### src/rtl/segasys1_pkg.sv
// Shared definitions for the SEGASYSTEM1 high-score port: sequencer states and
// the address page that the top-level decode routes to main RAM.
package segasys1_pkg;

  typedef enum logic [2:0] {
    HS_IDLE    = 3'd0,
    HS_SETTLE  = 3'd1,
    HS_RD_WAIT = 3'd2,
    HS_RD_PUSH = 3'd3,
    HS_WR_DATA = 3'd4,
    HS_WR_STB  = 3'd5,
    HS_DONE    = 3'd6
  } hs_state_t;

  localparam logic [3:0] HS_MAIN_PAGE = 4'hC;

  // 0xCxxx is main RAM, everything else is video RAM.
  function automatic logic hs_is_main(input logic [15:0] addr);
    return addr[15:12] == HS_MAIN_PAGE;
  endfunction

endpackage

### src/rtl/segasys1_hs_addrgen.sv
// Address and remaining-byte counters for one high-score block transfer.
// The address wraps 0xFFFF -> 0x0000; o_last marks the final byte.
module segasys1_hs_addrgen
  import segasys1_pkg::*;
#(
  parameter int unsigned LEN_W = 16
) (
  input  logic             clk,
  input  logic             reset,
  input  logic             i_load,
  input  logic [15:0]      i_base,
  input  logic [LEN_W-1:0] i_len,
  input  logic             i_advance,
  output logic [15:0]      o_addr,
  output logic             o_last
);

  logic [15:0]      r_addr;
  logic [LEN_W-1:0] r_remaining;

  always_ff @(posedge clk) begin
    if (reset) begin
      r_addr      <= '0;
      r_remaining <= '0;
    end else if (i_load) begin
      r_addr      <= i_base;
      r_remaining <= i_len;
    end else if (i_advance) begin
      r_addr      <= r_addr + 16'd1;
      r_remaining <= r_remaining - LEN_W'(1);
    end
  end

  assign o_addr = r_addr;
  assign o_last = (r_remaining == LEN_W'(1));

endmodule

### src/rtl/segasys1_hs_sequencer.sv
// Sequences dump (RAM->host) and load (host->RAM) block transfers over the
// shared HSAD/HSDO/HSDI/HSWE port, pausing the core for the whole transfer.
module segasys1_hs_sequencer
  import segasys1_pkg::*;
#(
  parameter int unsigned RD_LAT = 2,
  parameter int unsigned SETTLE = 4,
  parameter int unsigned LEN_W  = 16
) (
  input  logic             clk40M,
  input  logic             reset,
  input  logic             start_dump,
  input  logic             start_load,
  input  logic             abort,
  input  logic [15:0]      base,
  input  logic [LEN_W-1:0] len,
  output logic             busy,
  output logic             done,
  output logic             aborted,
  output logic             pause_req,
  input  logic [7:0]       ld_data,
  input  logic             ld_valid,
  output logic             ld_ready,
  output logic [7:0]       dump_data,
  output logic             dump_valid,
  input  logic             dump_ready,
  output logic [15:0]      HSAD,
  output logic [7:0]       HSDI,
  output logic             HSWE,
  input  logic [7:0]       HSDO
);

  hs_state_t   r_state;
  logic [7:0]  r_cnt;
  logic        r_dir_load;
  logic        r_aborted;
  logic        r_zero_done;
  logic [7:0]  r_dump_data;
  logic [7:0]  r_hsdi;

  logic        w_start;
  logic        w_accept;
  logic        w_load;
  logic        w_advance;
  logic        w_last;
  logic        w_active;
  logic [15:0] w_addr;

  assign w_start   = start_dump | start_load;
  assign w_accept  = (r_state == HS_IDLE) & w_start;
  assign w_load    = w_accept & (len != '0);
  assign w_active  = (r_state != HS_IDLE) & (r_state != HS_DONE);
  assign w_advance = ((r_state == HS_RD_PUSH) & dump_ready & ~abort) |
                     (r_state == HS_WR_STB);

  segasys1_hs_addrgen #(
    .LEN_W(LEN_W)
  ) u_addrgen (
    .clk      (clk40M),
    .reset    (reset),
    .i_load   (w_load),
    .i_base   (base),
    .i_len    (len),
    .i_advance(w_advance),
    .o_addr   (w_addr),
    .o_last   (w_last)
  );

  // HSWE decodes WR_STB directly, so an abort landing on the strobe cycle
  // still completes that byte; the handshake outputs are masked by abort.
  always_ff @(posedge clk40M) begin
    if (reset) begin
      r_state     <= HS_IDLE;
      r_cnt       <= '0;
      r_dir_load  <= 1'b0;
      r_aborted   <= 1'b0;
      r_zero_done <= 1'b0;
      r_dump_data <= '0;
      r_hsdi      <= '0;
    end else begin
      r_zero_done <= 1'b0;
      if (abort && w_active) begin
        r_state   <= HS_DONE;
        r_aborted <= 1'b1;
      end else begin
        case (r_state)
          HS_IDLE: begin
            if (w_accept) begin
              r_aborted <= 1'b0;
              if (len == '0) begin
                r_zero_done <= 1'b1;
              end else begin
                r_dir_load <= ~start_dump;
                r_cnt      <= '0;
                r_state    <= HS_SETTLE;
              end
            end
          end
          HS_SETTLE: begin
            if (r_cnt == 8'(SETTLE - 1)) begin
              r_cnt   <= '0;
              r_state <= r_dir_load ? HS_WR_DATA : HS_RD_WAIT;
            end else begin
              r_cnt <= r_cnt + 8'd1;
            end
          end
          HS_RD_WAIT: begin
            if (r_cnt == 8'(RD_LAT)) begin
              r_cnt       <= '0;
              r_dump_data <= HSDO;
              r_state     <= HS_RD_PUSH;
            end else begin
              r_cnt <= r_cnt + 8'd1;
            end
          end
          HS_RD_PUSH: begin
            if (dump_ready) begin
              r_state <= w_last ? HS_DONE : HS_RD_WAIT;
            end
          end
          HS_WR_DATA: begin
            if (ld_valid) begin
              r_hsdi  <= ld_data;
              r_state <= HS_WR_STB;
            end
          end
          HS_WR_STB: begin
            r_state <= w_last ? HS_DONE : HS_WR_DATA;
          end
          HS_DONE: begin
            r_state <= HS_IDLE;
          end
          default: begin
            r_state <= HS_IDLE;
          end
        endcase
      end
    end
  end

  assign busy       = (r_state != HS_IDLE);
  assign pause_req  = (r_state != HS_IDLE);
  assign done       = (r_state == HS_DONE) | r_zero_done;
  assign aborted    = (r_state == HS_DONE) & r_aborted;
  assign dump_valid = (r_state == HS_RD_PUSH) & ~abort;
  assign ld_ready   = (r_state == HS_WR_DATA) & ~abort;
  assign dump_data  = r_dump_data;
  assign HSDI       = r_hsdi;
  assign HSWE       = (r_state == HS_WR_STB);
  assign HSAD       = w_addr;

endmodule

### config.mk
export PLATFORM = sky130hd
export DESIGN_NAME = segasys1_hs_sequencer
export DESIGN_NICKNAME = d
export VERILOG_FILES = /design/src/rtl/segasys1_pkg.sv /design/src/rtl/segasys1_hs_addrgen.sv /design/src/rtl/segasys1_hs_sequencer.sv
export SDC_FILE = /design/constraint.sdc
export NUM_CORES = 1
export LEC_CHECK = 0
export CAP_MARGIN = 25
export CORE_MARGIN = 10
export CORE_UTILIZATION = 48
export CTS_CLUSTER_DIAMETER = 120
export DETAILED_ROUTE_END_ITERATION = 6
export GPL_TIMING_DRIVEN = 0
export PLACE_DENSITY = 0.9
export RECOVER_POWER = 50
export SYNTH_ARGS = -nofsm -noshare
export SYNTH_HDL_FRONTEND = slang
export SYNTH_SLANG_ARGS = --single-unit
### constraint.sdc
create_clock -name clk40M -period 2.82 [get_ports clk40M]
set_clock_uncertainty 0.15 [all_clocks]
set_input_delay 0.564 -clock clk40M [delete_from_list [all_inputs] [get_ports clk40M]]
set_output_delay 0.564 -clock clk40M [all_outputs]
set_load 0.1 [all_outputs]
==> results.cfg <==
[cts]
insertion_delay_ps = 350
htreeDepth = 3
clkTransAtPathRegs_ps = 70
hold_buffers = 0
clock_tree.buffer_depth = 2
cts_buffers = 9
clock_tree.root_cell = clkbuf_8
cts_tree = yes
cts_sinks = 62

[synthesis]
synth_cell_type_count = 67
syn_area_sq_um = 3400
ys_seq_elements = 62
synth_fa_ha_area_share_pct = 1.84
syn_nets = 454
synth_compound_area_share_pct = 25.1
synth_top_area_share_pct = 36.6
syn_inst = 394
synth_flop_cell = dfxtp_1
synth_edf_count = 0
yosysTopAreaCell = dfxtp_1
synthSimpleGateAreaFrac_pct = 24.7
ys_seq_area_share_pct = 36.6
synth.top_cells.by_area = dfxtp_1 37%, a211oi_2 4.8%, a21oi_1 4.4%, nor2_1 4.4%, mux2i_1 2.9%
async_reset_ff_share_pct = 0
synth-xor-area-share_pct = 3.10
synth.mux.area_fraction_pct = 3.28
avgSynthCellArea_sq_um = 8.62
ys_warn_count = 0
synth_top_family_by_area = compound AO/OA/AOI/OAI gates

[final_layout]
multi_input_area_sq_um = 1990
num-fill-cells = 567
final_common_cell = clkdlybuf4s50_1
seqCellArea_sq_um = 1240
diodes = 0
area_delta_synth_final_pct = 36.9
drive_gt1_share_pct = 12.8
layout_common_cells = 62 x clkdlybuf4s50_1, 61 x dfxtp_1, 39 x nor2_1, 30 x a21oi_1, 26 x nand2_1
fin_nets = 555
final_area_sq_um = 4650

[die]
initial_utilization_pct = 49.7
io_pins = 94
die-area_sq_um = 10800
rows = 30
die_w_um = 104
core_sq_um = 6830
die_h_um = 104

[worst_setup_path]
cp_data_arrival_time_ps = 2850
crit_type = input pin to flip-flop
required_ps = 2910
end_kind = flip-flop
cp-start-kind = input pin
reg2reg_slack_ps = 200
cp_max_fo = 6

[route]
first_pass_iters = 5
routed_wl_um = 10600
drc_errors = 0
ant_nets = 0
wl_per_cell_um = 17.8
m1WireLength_um = 4350
top_layer = met4
viasPerCell = 6.02
routed-wl-met3_um = 976
met2_length_um = 5040
drtIter0Drc = 235
vias = 3581

[sta]
max_freq_mhz = 362
worstMarginPinSlew_ps = 1010
hold_violations = 0
maxSlewViolCount = 0
whs_ps = 300
fin_crit_sh_pct = 97.8
rsz0062_at_grt = no
relSlewSlack_pct = 32.8
setup_viol = 0
min_period_ps = 2760

[place]
place.gp.congestion = 0.897
portBuffers = 91
dpl-instance-area_sq_um = 4430
hpwlAfterDp_um = 7720

[global_route]
grtUsageTotal_pct = 19.1
grt_pass1_vias = 3563
grt_max_degree = 11
grt_pass1_wl_um = 17500
antenna_found_initial = 0
gr-total-overflow = 0

[power_and_ir_drop]
powerDensity_nw_per_um2 = 995
ir_drop_v = 0.000496
leakage_nw = 1.80
power.total_w = 0.00463

[flow_run]
cap_violations = 0

[run_status]
status = finished clean

[worst_hold_path]
min_path_type = flip-flop to flip-flop
per-layer routing:
layer  global-route usage (%)  vias to the layer above
met3                     7.19                       25
met4                     6.46                        0
li1                         -                     1670
met1                     22.2                     1686
met5                        0                        -
met2                     31.5                      200
what timing repair did:
item,in CTS,in global routing
buffers inserted,0,0
endpoints found under the hold margin,0,0
gates resized for setup,31,6
endpoints found under the setup margin,21,7
cell families (layout without fill, tap and decap cells):
family | after synthesis | in the layout
AO/OA/AOI/OAI | 109 | 109
multiplexers | 11 | 11
AND/OR/NAND/NOR | 158 | 158
buffers and inverters | 37 | 142
flip-flops | 62 | 62
adder cells (fa/ha/maj) | 5 | 5
XOR/XNOR | 12 | 12
path summary, 6_finish.rpt:
kind	endpoint	startpoint	cells after the start
worst min-delay path	HSDI[1]	HSDI[1]	2
worst min register to register	HSDI[1]	HSDI[1]	2
worst max register to register	r_state[1]	r_cnt[2]	5
worst max-delay path	r_cnt[5]	len[8]	6
state kept, by name, indices dropped and copies added, names as in the netlist:
| register | cells |
|---|---|
| u_addrgen.r_remaining | 16 |
| u_addrgen.o_addr | 16 |
| HSDI | 8 |
| r_state | 3 |
| r_zero_done | 1 |
| r_cnt | 8 |
| r_aborted | 1 |
| dump_data | 8 |
| r_dir_load | 1 |
metrics by stage:
step,setup TNS (ps),instances,utilization [%],setup slack (ps)
after global routing,0,595,68.1,5.70
final,0,595,68.1,61.2
after CTS,-14.1,596,68.2,-14.1
after floorplan,0,394,-,60.9
after detailed placement,-14320,581,64.9,-591
after global placement,-12750,581,64.9,-528
cell usage after synthesis, types with 3 or more instances:
master    instances
o211ai_1          3
nor2_2            4
xnor2_1           6
nand4_1           6
clkbuf_1         13
nand2_1          26
a211oi_1          4
o311ai_1          3
nand3_1          20
or4_1             7
and3_1            8
nor4_1            6
xor2_1            6
a21oi_1          30
a32o_1            5
nor3_1           13
o21ai_0          14
nor3b_1           6
a221oi_1          3
nor2_1           40
nand2b_1          3
a211oi_2         13
nor2b_1           6
inv_1            14
ha_1              5
a31oi_1           3
o21a_1            3
dfxtp_1          62
buf_6             3
mux2i_1          10
area by class of cell:
type | count | share of cell area (%)
Multi-Input combinational cell | 295 | 42.8
Clock buffer | 11 | 3.26
Tap cell | 96 | 2.58
Buffer | 22 | 2.83
Clock inverter | 4 | 1.51
Inverter | 14 | 1.13
Timing Repair Buffer | 91 | 19.2
Sequential cell | 62 | 26.7
critical path, stage by stage:
cell             delay, ps
clkdlybuf4s50_1        440
or4_4                  590
or4_4                  630
a21boi_4               250
nor2_2                 110
a32o_1                 260
power by group:
group	leakage, nW	internal (W)	switching [W]
sequential	0.508	0.00107	0.000211
combinational	1.18	0.000766	0.00170
clock	0.115	0.000538	0.000349
total	1.80	0.00237	0.00226
Note: power is estimated with default switching activity, not from simulation.
